$ cat config.mk
export PLATFORM = sky130hd
export DESIGN_NAME = exec_ctrl
export DESIGN_NICKNAME = d
export VERILOG_FILES = /design/src/rtl/exec_ctrl_pkg.sv /design/src/rtl/exec_ctrl_decode.sv /design/src/rtl/exec_ctrl.sv
export SDC_FILE = /design/constraint.sdc
export NUM_CORES = 1
export LEC_CHECK = 0
export BUFFER_PORTS_ARGS = -buffer_cell sky130_fd_sc_hd__buf_2
export CAP_MARGIN = 10
export CORE_UTILIZATION = 30
export CTS_BUF_LIST = sky130_fd_sc_hd__clkbuf_4 sky130_fd_sc_hd__clkbuf_8
export DETAILED_ROUTE_END_ITERATION = 8
export GPL_ROUTABILITY_DRIVEN = 0
export PLACE_DENSITY = 0.66
export SYNTH_ARGS = -nofsm -noshare
export SYNTH_HDL_FRONTEND = slang
export SYNTH_SLANG_ARGS = --single-unit
$ cat constraint.sdc
create_clock -name cpu_clk -period 2.44 [get_ports cpu_clk]
set_input_delay 0.366 -clock cpu_clk [delete_from_list [all_inputs] [get_ports cpu_clk]]
set_output_delay 0.366 -clock cpu_clk [all_outputs]
set_load 0.02 [all_outputs]
$ cat src/rtl/exec_ctrl_pkg.sv
// Shared definitions for the exec_ctrl instruction controller.
//   - FSM state encoding (plain localparams so older tools and dumps agree)
//   - RV32 opcode constants for the supported R-type and I-type ALU groups
//   - alu_opcode layout helper: {3'b000, is_imm, f7b, funct3}
package exec_ctrl_pkg;

  localparam logic [2:0] ST_IDLE = 3'd0;
  localparam logic [2:0] ST_READ = 3'd1;
  localparam logic [2:0] ST_EXEC = 3'd2;
  localparam logic [2:0] ST_WB   = 3'd3;
  localparam logic [2:0] ST_ERR  = 3'd4;

  localparam logic [6:0] OP_R = 7'b0110011;
  localparam logic [6:0] OP_I = 7'b0010011;

  // Shift-right funct3; the only I-type group where instr[30] selects the op
  localparam logic [2:0] FUNCT3_SR = 3'b101;

  // alu_opcode bit layout: [7:5] zero, [4] is_imm, [3] f7b, [2:0] funct3
  function automatic logic [7:0] pack_alu_opcode(input logic       is_imm,
                                                 input logic       f7b,
                                                 input logic [2:0] funct3);
    return {3'b000, is_imm, f7b, funct3};
  endfunction

endpackage

$ cat src/rtl/exec_ctrl_decode.sv
// Combinational RV32 decoder for the R-type / I-type ALU subset.
// Ports:
//   instr      in  32  instruction word
//   legal      out 1   opcode is R-type or I-type ALU
//   is_imm     out 1   I-type (operand B is the immediate)
//   rs1_addr   out 5   source register 1
//   rs2_addr   out 5   source register 2 (0 for I-type)
//   rd_addr    out 5   destination register
//   imm        out 32  sign-extended instr[31:20]
//   alu_opcode out 8   packed ALU operation
module exec_ctrl_decode
  import exec_ctrl_pkg::*;
(
  input  logic [31:0] instr,
  output logic        legal,
  output logic        is_imm,
  output logic [4:0]  rs1_addr,
  output logic [4:0]  rs2_addr,
  output logic [4:0]  rd_addr,
  output logic [31:0] imm,
  output logic [7:0]  alu_opcode
);

  logic [6:0] opcode;
  logic [2:0] funct3;
  logic       is_r;
  logic       f7b;

  // Field extraction and operation packing
  always_comb begin
    opcode   = instr[6:0];
    funct3   = instr[14:12];
    is_r     = (opcode == OP_R);
    is_imm   = (opcode == OP_I);
    legal    = is_r || is_imm;
    rs1_addr = instr[19:15];
    rs2_addr = is_r ? instr[24:20] : 5'd0;
    rd_addr  = instr[11:7];
    imm      = {{20{instr[31]}}, instr[31:20]};
    // instr[30] only distinguishes SUB/SRA and SRAI; for other I-type ops
    // it is just an immediate bit and must not leak into the opcode.
    f7b        = (is_r || (is_imm && funct3 == FUNCT3_SR)) ? instr[30] : 1'b0;
    alu_opcode = pack_alu_opcode(is_imm, f7b, funct3);
  end

endmodule

$ cat src/rtl/exec_ctrl.sv
// Multi-cycle execution controller: accepts one RV32 ALU instruction,
// reads the register file, drives an external ALU, and writes back.
// Sequence is IDLE -> READ -> EXEC -> WB -> IDLE (or IDLE -> ERR -> IDLE
// for unsupported opcodes), giving one instruction per four cycles.
// Ports:
//   cpu_clk, cpu_rst                  clock, synchronous active-high reset
//   instr_valid/instr/instr_ready     instruction handshake
//   rf_ce/rf_we/rf_*_addr/rf_wr_data  register file control
//   rf_rs1_data/rf_rs2_data           read data, one cycle after rf_ce
//   alu_opcode/alu_imm1/alu_imm2      ALU operation and operands
//   alu_result                        combinational ALU result
//   busy/done/illegal                 status (done/illegal are pulses)
//   retire_cnt/illegal_cnt            wrapping event counters
module exec_ctrl
  import exec_ctrl_pkg::*;
#(
  parameter int CNT_W = 32
) (
  input  logic             cpu_clk,
  input  logic             cpu_rst,
  input  logic             instr_valid,
  input  logic [31:0]      instr,
  output logic             instr_ready,
  output logic             rf_ce,
  output logic             rf_we,
  output logic [4:0]       rf_rs1_addr,
  output logic [4:0]       rf_rs2_addr,
  output logic [4:0]       rf_wr_addr,
  output logic [31:0]      rf_wr_data,
  input  logic [31:0]      rf_rs1_data,
  input  logic [31:0]      rf_rs2_data,
  output logic [7:0]       alu_opcode,
  output logic [31:0]      alu_imm1,
  output logic [31:0]      alu_imm2,
  input  logic [31:0]      alu_result,
  output logic             busy,
  output logic             done,
  output logic             illegal,
  output logic [CNT_W-1:0] retire_cnt,
  output logic [CNT_W-1:0] illegal_cnt
);

  localparam logic [CNT_W-1:0] CNT_ONE = {{(CNT_W-1){1'b0}}, 1'b1};

  logic [2:0]  state_q;
  logic [2:0]  state_d;
  logic [31:0] instr_q;
  logic [31:0] result_q;
  logic [31:0] dec_in;
  logic        accept;

  logic        dec_legal;
  logic        dec_is_imm;
  logic [4:0]  dec_rs1;
  logic [4:0]  dec_rs2;
  logic [4:0]  dec_rd;
  logic [31:0] dec_imm;
  logic [7:0]  dec_alu_op;

  // In IDLE the decoder looks at the offered word so legality picks the
  // next state; afterwards it works from the captured copy.
  assign dec_in = (state_q == ST_IDLE) ? instr : instr_q;
  assign accept = (state_q == ST_IDLE) && instr_valid;

  exec_ctrl_decode u_decode (
    .instr      (dec_in),
    .legal      (dec_legal),
    .is_imm     (dec_is_imm),
    .rs1_addr   (dec_rs1),
    .rs2_addr   (dec_rs2),
    .rd_addr    (dec_rd),
    .imm        (dec_imm),
    .alu_opcode (dec_alu_op)
  );

  // Next-state logic
  always_comb begin
    state_d = state_q;
    case (state_q)
      ST_IDLE: if (instr_valid) state_d = dec_legal ? ST_READ : ST_ERR;
      ST_READ: state_d = ST_EXEC;
      ST_EXEC: state_d = ST_WB;
      ST_WB:   state_d = ST_IDLE;
      ST_ERR:  state_d = ST_IDLE;
      default: state_d = ST_IDLE;
    endcase
  end

  // State, captured instruction, result register and counters.
  // Counters step on entry to WB/ERR so the new count is visible in the
  // same cycle as the done/illegal pulse; reset wins over every update.
  always_ff @(posedge cpu_clk) begin
    if (cpu_rst) begin
      state_q     <= ST_IDLE;
      instr_q     <= '0;
      result_q    <= '0;
      retire_cnt  <= '0;
      illegal_cnt <= '0;
    end else begin
      state_q <= state_d;
      if (accept) instr_q <= instr;
      if (state_q == ST_EXEC) begin
        result_q   <= alu_result;
        retire_cnt <= retire_cnt + CNT_ONE;
      end
      if (accept && !dec_legal) illegal_cnt <= illegal_cnt + CNT_ONE;
    end
  end

  // Output decode from the current state
  always_comb begin
    instr_ready = (state_q == ST_IDLE);
    busy        = (state_q != ST_IDLE);
    rf_ce       = 1'b0;
    rf_we       = 1'b0;
    rf_rs1_addr = 5'd0;
    rf_rs2_addr = 5'd0;
    rf_wr_addr  = 5'd0;
    rf_wr_data  = 32'd0;
    alu_opcode  = 8'd0;
    alu_imm1    = 32'd0;
    alu_imm2    = 32'd0;
    done        = 1'b0;
    illegal     = 1'b0;
    case (state_q)
      ST_READ: begin
        rf_ce       = 1'b1;
        rf_rs1_addr = dec_rs1;
        rf_rs2_addr = dec_rs2;
      end
      ST_EXEC: begin
        rf_rs1_addr = dec_rs1;
        rf_rs2_addr = dec_rs2;
        alu_opcode  = dec_alu_op;
        alu_imm1    = rf_rs1_data;
        alu_imm2    = dec_is_imm ? dec_imm : rf_rs2_data;
      end
      ST_WB: begin
        rf_ce      = 1'b1;
        rf_we      = (dec_rd != 5'd0);
        rf_wr_addr = dec_rd;
        rf_wr_data = result_q;
        done       = 1'b1;
      end
      ST_ERR: illegal = 1'b1;
      default: ;
    endcase
  end

endmodule

Yosys cells after proc, flatten, opt, wreduce, memory -nomap -nowiden
Cells that the tools add are included.
{ "word_totals": {"ff_bits": 131, "out_inout_bits": 189, "word_cells": 44} }
{ "classes": {"n_addsub": 2, "eq_ne": 8, "reduce_logical": 11, "muxes": 18} }
{ "op_table": {"columns": ["cell", "n"], "rows": [
  ["$mux W32", 5],
  ["$add A32 B1 Y32 const B", 2],
  ["$mux W5", 5],
  ["$pmux W3 S3", 1],
  ["$eq A7 B5 Y1 const B", 1],
  ["$eq A7 B6 Y1 const B", 1],
  ["$eq A3 B2 Y1 const B", 2],
  ["$eq A3 B3 Y1 const B", 2],
  ["$mux W3", 2],
  ["$mux W1", 5],
  ["$reduce_bool A5 Y1", 1],
  ["$reduce_or A2 Y1", 2],
  ["$eq A3 B1 Y1 const B", 1],
  ["$logic_and A1 B1 Y1", 3],
  ["$logic_not A3 Y1", 1],
  ["$reduce_bool A3 Y1", 1],
  ["$logic_or A1 B1 Y1", 2],
  ["$ne A2 B2 Y1 const B", 1],
  ["$logic_not A1 Y1", 1]
]} }

Logic depth before layout (Yosys ltp)
Gate-level depths: netlist of the first run.
{ "logic_depth": {"depth_word": 7, "depth_mapped": 9, "mapped_depth_nobuf": 5} }

By module
Synthesis of the first run repeated with hierarchy kept, for this count alone.
{ "unflattened": {"cells_unflattened": 938, "area_unflattened_um2": 7390.8} }
{ "by_module_without_submodules": {"columns": ["module", "cells_each", "seq_area_each_um2", "n_inst", "area_each_um2"], "rows": [
  ["exec_ctrl", 869, 2622.5, 1, 6856.6],
  ["exec_ctrl_decode", 69, 0.0, 1, 534.3]
]} }

Worst setup path before layout of the first run
No wires, ideal clock.
{ "synth_timing": {"kind": "reg2out", "from": "register state_q[0]", "to": "output alu_opcode[4]", "path_stages_with_launch": 9, "arrival_ns": 2.353, "path_slack_ns": -0.279, "path_cell_list": "dfxtp_1 buf_2 or3_1 buf_2 clkinv_1 or4_1 clkbuf_1 clkbuf_1 a21oi_1"} }
{ "synth_via": {"elab_chain_cells": 4, "word_cells_on_any_way": 5} }
{ "synth_rtl": {"columns": ["element", "line", "text"], "rows": [
  ["from (decl)", "exec_ctrl.sv:45", "logic [2:0] state_q;"],
  ["from (signal assigned)", "exec_ctrl.sv:100", "state_q <= state_d;"],
  ["$logic_not A3 Y1", null, null],
  ["named net instr_ready", "exec_ctrl.sv:23", "output logic instr_ready,"],
  ["$mux W32", "exec_ctrl.sv:62", "assign dec_in = (state_q == ST_IDLE) ? instr : instr_q;"],
  ["$eq A7 B5 Y1", "exec_ctrl_decode.sv:34", "is_imm = (opcode == OP_I);"],
  ["$mux W5", "exec_ctrl.sv:125", "case (state_q)"],
  ["to (decl)", "exec_ctrl.sv:32", "output logic [7:0] alu_opcode,"]
]} }
The timed path passes the listed nets, and every way through them passes these cells.

Worst setup path in the final report of the first run
{ "layout_timing": {"from": "register instr_q[2]", "to": "output alu_imm2[18]"} }
{ "layout_via": {"elab_chain_cells": 4} }
{ "layout_rtl": {"columns": ["element", "line", "text"], "rows": [
  ["from (decl)", "exec_ctrl.sv:47", "logic [31:0] instr_q;"],
  ["from (signal assigned)", "exec_ctrl.sv:101", "if (accept) instr_q <= instr;"],
  ["$mux W32", "exec_ctrl.sv:62", null],
  ["$eq A7 B5 Y1", "exec_ctrl_decode.sv:34", null],
  ["$mux W32", "exec_ctrl.sv:136", "alu_imm2 = dec_is_imm ? dec_imm : rf_rs2_data;"],
  ["$mux W32", "exec_ctrl.sv:125", null],
  ["to (decl)", "exec_ctrl.sv:34", "output logic [31:0] alu_imm2,"]
]} }
No other way between the ends.

==> qor.yml, run 1 <==
synth_fa_ha_area_share_pct: 0.3765
fin_crit_ns: 2.669
first_global_vias: 6351
synth_xor_area_share_pct: 1.845
slowest_delay_ns: 0.55
synthesis.area_um2: 6646
netlist.area_leader.share_pct: 39.46
cp.required_ns: 2.07
finalHoldViolCount: 0
fin_crit_sh_pct: 109.4
via_per_inst: 5.038
top_level_ports: 320
max_freq_ghz: 0.3746
num_rows: 54
setup_ws_ns: -0.2295
grt_overflow_total: 0
ys_seq_elements: 131
drv_slew: 0
fp.dieH_um: 150.8
design_area_um2: 9545
start_util_pct: 30.55
io_buffers: 316
worstPathMaxFanout: 17
async_flop_share_pct: 0
cp_top_family: "simple AND/OR/NAND/NOR gates"
netlist_instances: 890
use_met3_pct: 4.488
detail_route.wl_per_cell_um: 15.43
synth_top_family_by_area: "simple AND/OR/NAND/NOR gates"
start_kind: "flip-flop"
hold_path_class: "primary input to flip-flop"
htree_levels: 4
antenna_found_initial: 0
syn_avg_cell_area_um2: 7.468
setup_tns_ns: -6.546
slew_headroom_pct: 62.87
drc_errors: 0
grt_max_degree: 66
tritoncts: "yes"
drive_above_1_share_pct: 37.80
grt_setup_unrepaired: "yes"
grt_pass1_wl_um: 32780
ys_types: 40
status: "finished, violations left"
drt_iter0_drc: 308
totalWireLength_um: 22860
die-area_um2: 22750
setup.worst_path.class: "flip-flop to output port"
leakagePower_nw: 4.290
crit_arrival_ns: 2.30
worstPathCellList: "or4b_4, or4_4, buf_12, nand3_1, a21oi_2, buf_6"
ys_warn_count: 0
cts_num_sinks: 131
place_worst_setup_slack_ns: 0.04479
power_density_nw_per_um2: 485.0
cap_viol_max_count: 0
cts_buffer_depth: 2
dp_hpwl_um: 15920
grt_busiest_layer: "met2"
grtUsageMet1_pct: 22.38
synthSimpleGateAreaFrac_pct: 34.17
ir_drop_uv: 283.3
placed_cell_area_um2: 8775
grt_usage_pct: 18.24
antenna_cells: 0
synthMuxAreaShare_pct: 1.506
yosysTopAreaCell: "dfxtp_1"
grtUsageMet2_pct: 32.16
violations: "setup timing"
p_total_mw: 4.629
dr.pass1.iters: 5
slowest_stage: "or4b_4"
yosysSeqAreaShare_pct: 39.46
tightest_slew_ns: 0.5569
synth_area_leaders: "dfxtp_1, a21oi_1, nand2_1"
finClkSkew_ns: 0.007419
cts.reportedPaths.clkPinSlew_ns: 0.07
vias: 7461
synthFlopType: "dfxtp_1"
cp_num_buf_inv: 2
worstSetupEndpointType: "output port"
synth-compound-area-share_pct: 16.77
cts-root-buf: "clkbuf_8"
clkLatencyLatePin_ns: 0.43
die_w_um: 150.8
syn_to_final_growth_pct: 43.62
synth_edf_count: 0
nets: 1323
numCtsBuffers: 17
postRouteAntennaNets: 0
final-setup-viol-count: 33
core_um2: 21760
## layout make-up
cell class / instances / area, um^2
fillers: 2177 / 12210
well taps: 280 / 350.3
flip-flops and latches: 131 / 2624
repair buffers: 362 / 2231
clock buffers: 22 / 284.0
multi-input cells: 667 / 3861
clock inverters: 8 / 152.6
inverters: 11 / 42.54
## Yosys cell counts, types with 2 or more instances
master and number:
buf_4 4, a21oi_1 145, and2_1 41, nor4_1 12
or4_1 38, and4_1 5, xor2_1 8, nand2_1 159
nand4_1 17, inv_1 10, clkbuf_1 67, buf_2 3
or4b_2 2, nor3_1 2, nor2b_1 8, nand4bb_1 2
nor2_1 28, and3_1 46, o211ai_1 4, o21ai_0 24
xnor2_1 6, mux2_2 8, o31ai_1 30, ha_1 2
dfxtp_1 131, nor3b_1 2, buf_6 2, nand3_1 54
buf_1 7, or3_1 13
## cell families (layout without fill, tap and decap cells)
| group | Yosys count | after routing |
|---|---|---|
| other | 1 | 3 |
| xor gates and xnor gates | 14 | 14 |
| DFF | 131 | 131 |
| muxes | 9 | 9 |
| adders and majority gates | 2 | 2 |
| and+or+nand+nor | 434 | 434 |
| buffers and inverters | 94 | 403 |
| AOI/OAI and AO/OA | 205 | 205 |
## path summary, 6_finish.rpt
check	start	to	slack (ns)	cells after the start
worst max-delay path	instr_q[2]	alu_imm2[18]	-0.23	6
worst min-delay path	instr[19]	instr_q[19]	0.17	3
worst max register to register	illegal_cnt[1]	illegal_cnt[24]	0.16	5
worst min register to register	result_q[31]	result_q[31]	0.45	2
## metal layers
metal / up-vias / part of all wire, % / routed length (um)
li1: 3733 / - / -
met1: 3461 / 43 / 9931
met2: 249 / 49 / 11260
met3: 18 / 6.2 / 1422
met4: 0 / 1.0 / 239
met5: - / 0 / 0
## what timing repair did
| action | in CTS | in global routing |
|---|---|---|
| endpoints found under the setup margin | 38 | 40 |
| buffers inserted | 0 | 5 |
| gates cloned | 1 | 2 |
| pin swaps | 1 | 2 |
| resized for setup | 11 | 61 |
| hold buffers | 0 | 0 |
## registers in the layout, indices dropped and copies added, names as in the netlist
register,flops
retire_cnt,32
state_q,3
result_q,32
instr_q,32
illegal_cnt,32
## report_power, final
group          internal, mW  total [mW]  switching, mW
Clock                  1.20        2.06          0.863
Combinational         0.157       0.370          0.212
Sequential             2.18        2.20         0.0249
## layout by cell type (no fill, tap or decap), types with 28 or more instances in the layout
cell type and instances:
a21oi_1 112, a21oi_2 33, and2_1 41, and3_1 46, buf_2 285, buf_4 41
dfxtp_1 130, nand2_1 159, nand3_1 49, nor2_1 28, o31ai_1 30, or4_1 36
## worst reg2reg max path, stage by stage (launching register included)
cell and delay [ns]:
dfxtp_1 0.41, ha_1 0.20, nand2_1 0.05, or4b_2 0.81
nor4_1 0.35, mux2_2 0.37
## stage by stage
stage	utilization [%]	hold WS, ns	cells
5_1_grt	43.88	0.1360	1481
4_1_cts	42.64	0.1312	1474
3_5_place_dp	40.33	0.4420	1443
3_3_place_gp	40.33	0.4371	1443
2_1_floorplan	-	0.4313	892
6_report	43.88	0.1724	1481
Power figures use the tool's default switching activity.
==> inputs of run 2 (changes only) <==
--- a/config.mk
+++ b/config.mk
@@ -14,2 +14,3 @@
 export PLACE_DENSITY = 0.66
+export REMOVE_ABC_BUFFERS = 1
 export SYNTH_ARGS = -nofsm -noshare
--- a/constraint.sdc
+++ b/constraint.sdc
@@ -3,2 +3,2 @@
 set_output_delay 0.366 -clock cpu_clk [all_outputs]
-set_load 0.02 [all_outputs]
+set_load 0.01 [all_outputs]
==> run 2 against run 1 <==
Effect of this change: the flow still finishes with violations (setup timing); clock-buffer cell count down 2; utilization is 0.32 points lower; combinational power down 2%; largest cell class unchanged; critical endpoint is now alu_imm2[27]; sequential share of layout area is 0.24 points higher; sequential cell count did not move; non-clock buffer count is 3 higher; final cell count is 0.20% higher; clock skew grew 0.0072 ns; global-route usage grew 1.7 points; clock power decreased by 6%.
==> qor.yml, run 2 (synthesis gave the netlist of run 1 again) <==
tritoncts: "yes"
hold_path_class: "primary input to flip-flop"
final_util_pct: 43.56  # -0.32 points
cts-root-buf: "clkbuf_8"
final_cell_mix: "buf_2, nand2_1, a21oi_1"
die-area_um2: 22750  # unchanged
via_per_inst: 5.150  # +2.2%
final-setup-viol-count: 37  # +12%
place_worst_setup_slack_ns: -0.1274  # -0.1722 ns
violations: "setup timing"
numCtsBuffers: 17  # unchanged
setup.worst_path.class: "flip-flop to output port"
finClkSkew_ns: 0.01464  # +0.007218 ns
max_freq_ghz: 0.3675  # -1.9%
finalHoldViolCount: 0  # unchanged
syn_to_final_growth_pct: 42.58
sw_frac_of_total_pct: 24.42  # +0.66 points
drt_iter0_drc: 401  # +30%
grt_usage_pct: 19.90  # +1.7 points
crit_arrival_ns: 2.36  # +0.06 ns
cp_top_family: "simple AND/OR/NAND/NOR gates"
grt_setup_unrepaired: "yes"
num_rows: 54  # unchanged
antenna_found_initial: 1  # +1
status: "finished, violations left"
core_um2: 21760  # unchanged
dp.cells: 1445  # +0.14%
fin_crit_ns: 2.721  # +0.05162 ns
finalNonFillerCells: 1484  # +0.20%
vias: 7643  # +2.4%
cts.reportedPaths.clkPinSlew_ns: 0.08  # about the same
slowest_delay_ns: 0.54  # about the same
setup_ws_ns: -0.2811  # -0.05162 ns
die_w_um: 150.8  # unchanged
fp.dieH_um: 150.8  # unchanged
rrSetupSlack_ns: 0.16  # about the same
postRouteAntennaNets: 0  # unchanged
cp.required_ns: 2.07  # about the same
worstPathMaxFanout: 6  # -11
io_buffers: 316  # unchanged
r2r_end: "retire_cnt[15]"
dp_hpwl_um: 16800  # +5.5%
ir_drop_uv: 304.6  # +7.5%
first_global_vias: 6477  # +2.0%
intPower_mw: 3.410  # -3.4%
cap_viol_max_count: 0  # unchanged
cts_num_sinks: 131  # unchanged
grt_max_degree: 69  # +4.5%
rr_worst_depth: 4  # -1
start_util_pct: 30.55  # unchanged
timing.hold.ws_ns: 0.1517  # -0.02069 ns
drc_errors: 0  # unchanged
clockPowerShare_pct: 43.1  # -1.4 points
crit_path_start: "instr_q[6]"
detail_route.wl_per_cell_um: 16.13  # +4.5%
worstSetupEndpointType: "output port"
cts_buffer_depth: 2  # unchanged
start_kind: "flip-flop"
totalWireLength_um: 23930  # +4.7%
top_level_ports: 320  # unchanged
power_density_nw_per_um2: 476.1  # -1.8%
p_sw_mw: 1.102  # +0.15%
p_seq_share_pct: 48.9  # +1.4 points
p_total_mw: 4.512  # -2.5%
final_common_cell: "buf_2"
leakagePower_nw: 4.297  # +0.17%
fin_crit_sh_pct: 111.5  # +2.1 points
clkLatencyLatePin_ns: 0.45  # +0.02 ns
rr_startpoint: "state_q[1]"
crit_cells: 8  # +2
drv_slew: 0  # unchanged
dr.pass1.iters: 5  # unchanged
drive_above_1_share_pct: 37.32  # -0.48 points
grt_pass1_wl_um: 35270  # +7.6%
grt_overflow_total: 0  # unchanged
worstPathCellList: "or4b_4, buf_6, nor4_4, buf_4, o21ai_4, buf_12, a21oi_2, buf_2"
critPathCapture: "alu_imm2[27]"
htree_levels: 4  # unchanged
slowest_stage: "or4b_4"
comb_power_share_pct: 8.0  # about the same
nets: 1326  # +0.23%
cp_num_buf_inv: 4  # +2
cts_hold_buf: 0  # unchanged
-- run 2: changes by cell type in the layout (fill, tap and decap cells not counted), sizes merged --
cell / delta
buf: +1
bufinv: -1
clkinv: +1
clkinvlp: +1
diode: +1
-- run 2: metal layers --
layer  track usage [%]  vias up  share of wire (%)
li1                  -     3747                  -
met4             6.250        2                1.7
met3             6.476       34                8.4
met2             30.09      261                 45
met5                 0        -              0.033
met1             26.63     3599                 45
-- run 2: worst register-to-register path: stages (launching register included) --
cell and delay (ns):
dfxtp_1 0.38, or3b_2 0.55, or4_1 0.70, or4_1 0.45, a21oi_1 0.15
-- run 2: cell type report --
class                      instances  area (um^2)
sequential                       131         2628
clock buffer                      20        275.3
antenna                            1        2.502
multi-input combinational        667         3877
inverter                          11        42.54
fill                            2223        12280
tap                              280        350.3
timing repair buffer             365         2170
clock inverter                     9        131.4
-- run 2: stage by stage --
step	instance area (um^2)	TNS (ns)
detailed placement	8665	-0.1824
CTS	9233	-12.60
global route	9474	-12.16
global placement	8665	-0.08687
floorplan	6309	-367.86
finish	9477	-7.807
-- run 2: power groups by stage --
stage	logic (mW)	registers, mW	clock network [mW]
floorplan	0.117	2.25	0
global placement	0.343	2.25	0
detailed placement	0.348	2.25	0
CTS	0.356	2.20	2.01
global route	0.399	2.21	2.11
finish	0.362	2.21	1.94
-- run 2: worst min-delay path by stage --
stage / endpoint / startpoint / cells after the start / slack (ns)
floorplan: instr_q[2] / instr_q[2] / 2 / 0.43
global placement: instr_q[17] / instr_q[17] / 2 / 0.44
detailed placement: result_q[5] / result_q[5] / 2 / 0.44
CTS: result_q[6] / alu_result[6] / 3 / 0.12
global route: instr_q[11] / instr[11] / 3 / 0.12
finish: result_q[6] / alu_result[6] / 3 / 0.15
-- run 2: repair_timing --
| action | CTS | global route |
|---|---|---|
| gates resized for setup | 33 | 34 |
| gates cloned | 1 | 3 |
| buffers inserted | 2 | 3 |
| endpoints found under the setup margin | 48 | 68 |
| pin swaps | 9 | 15 |
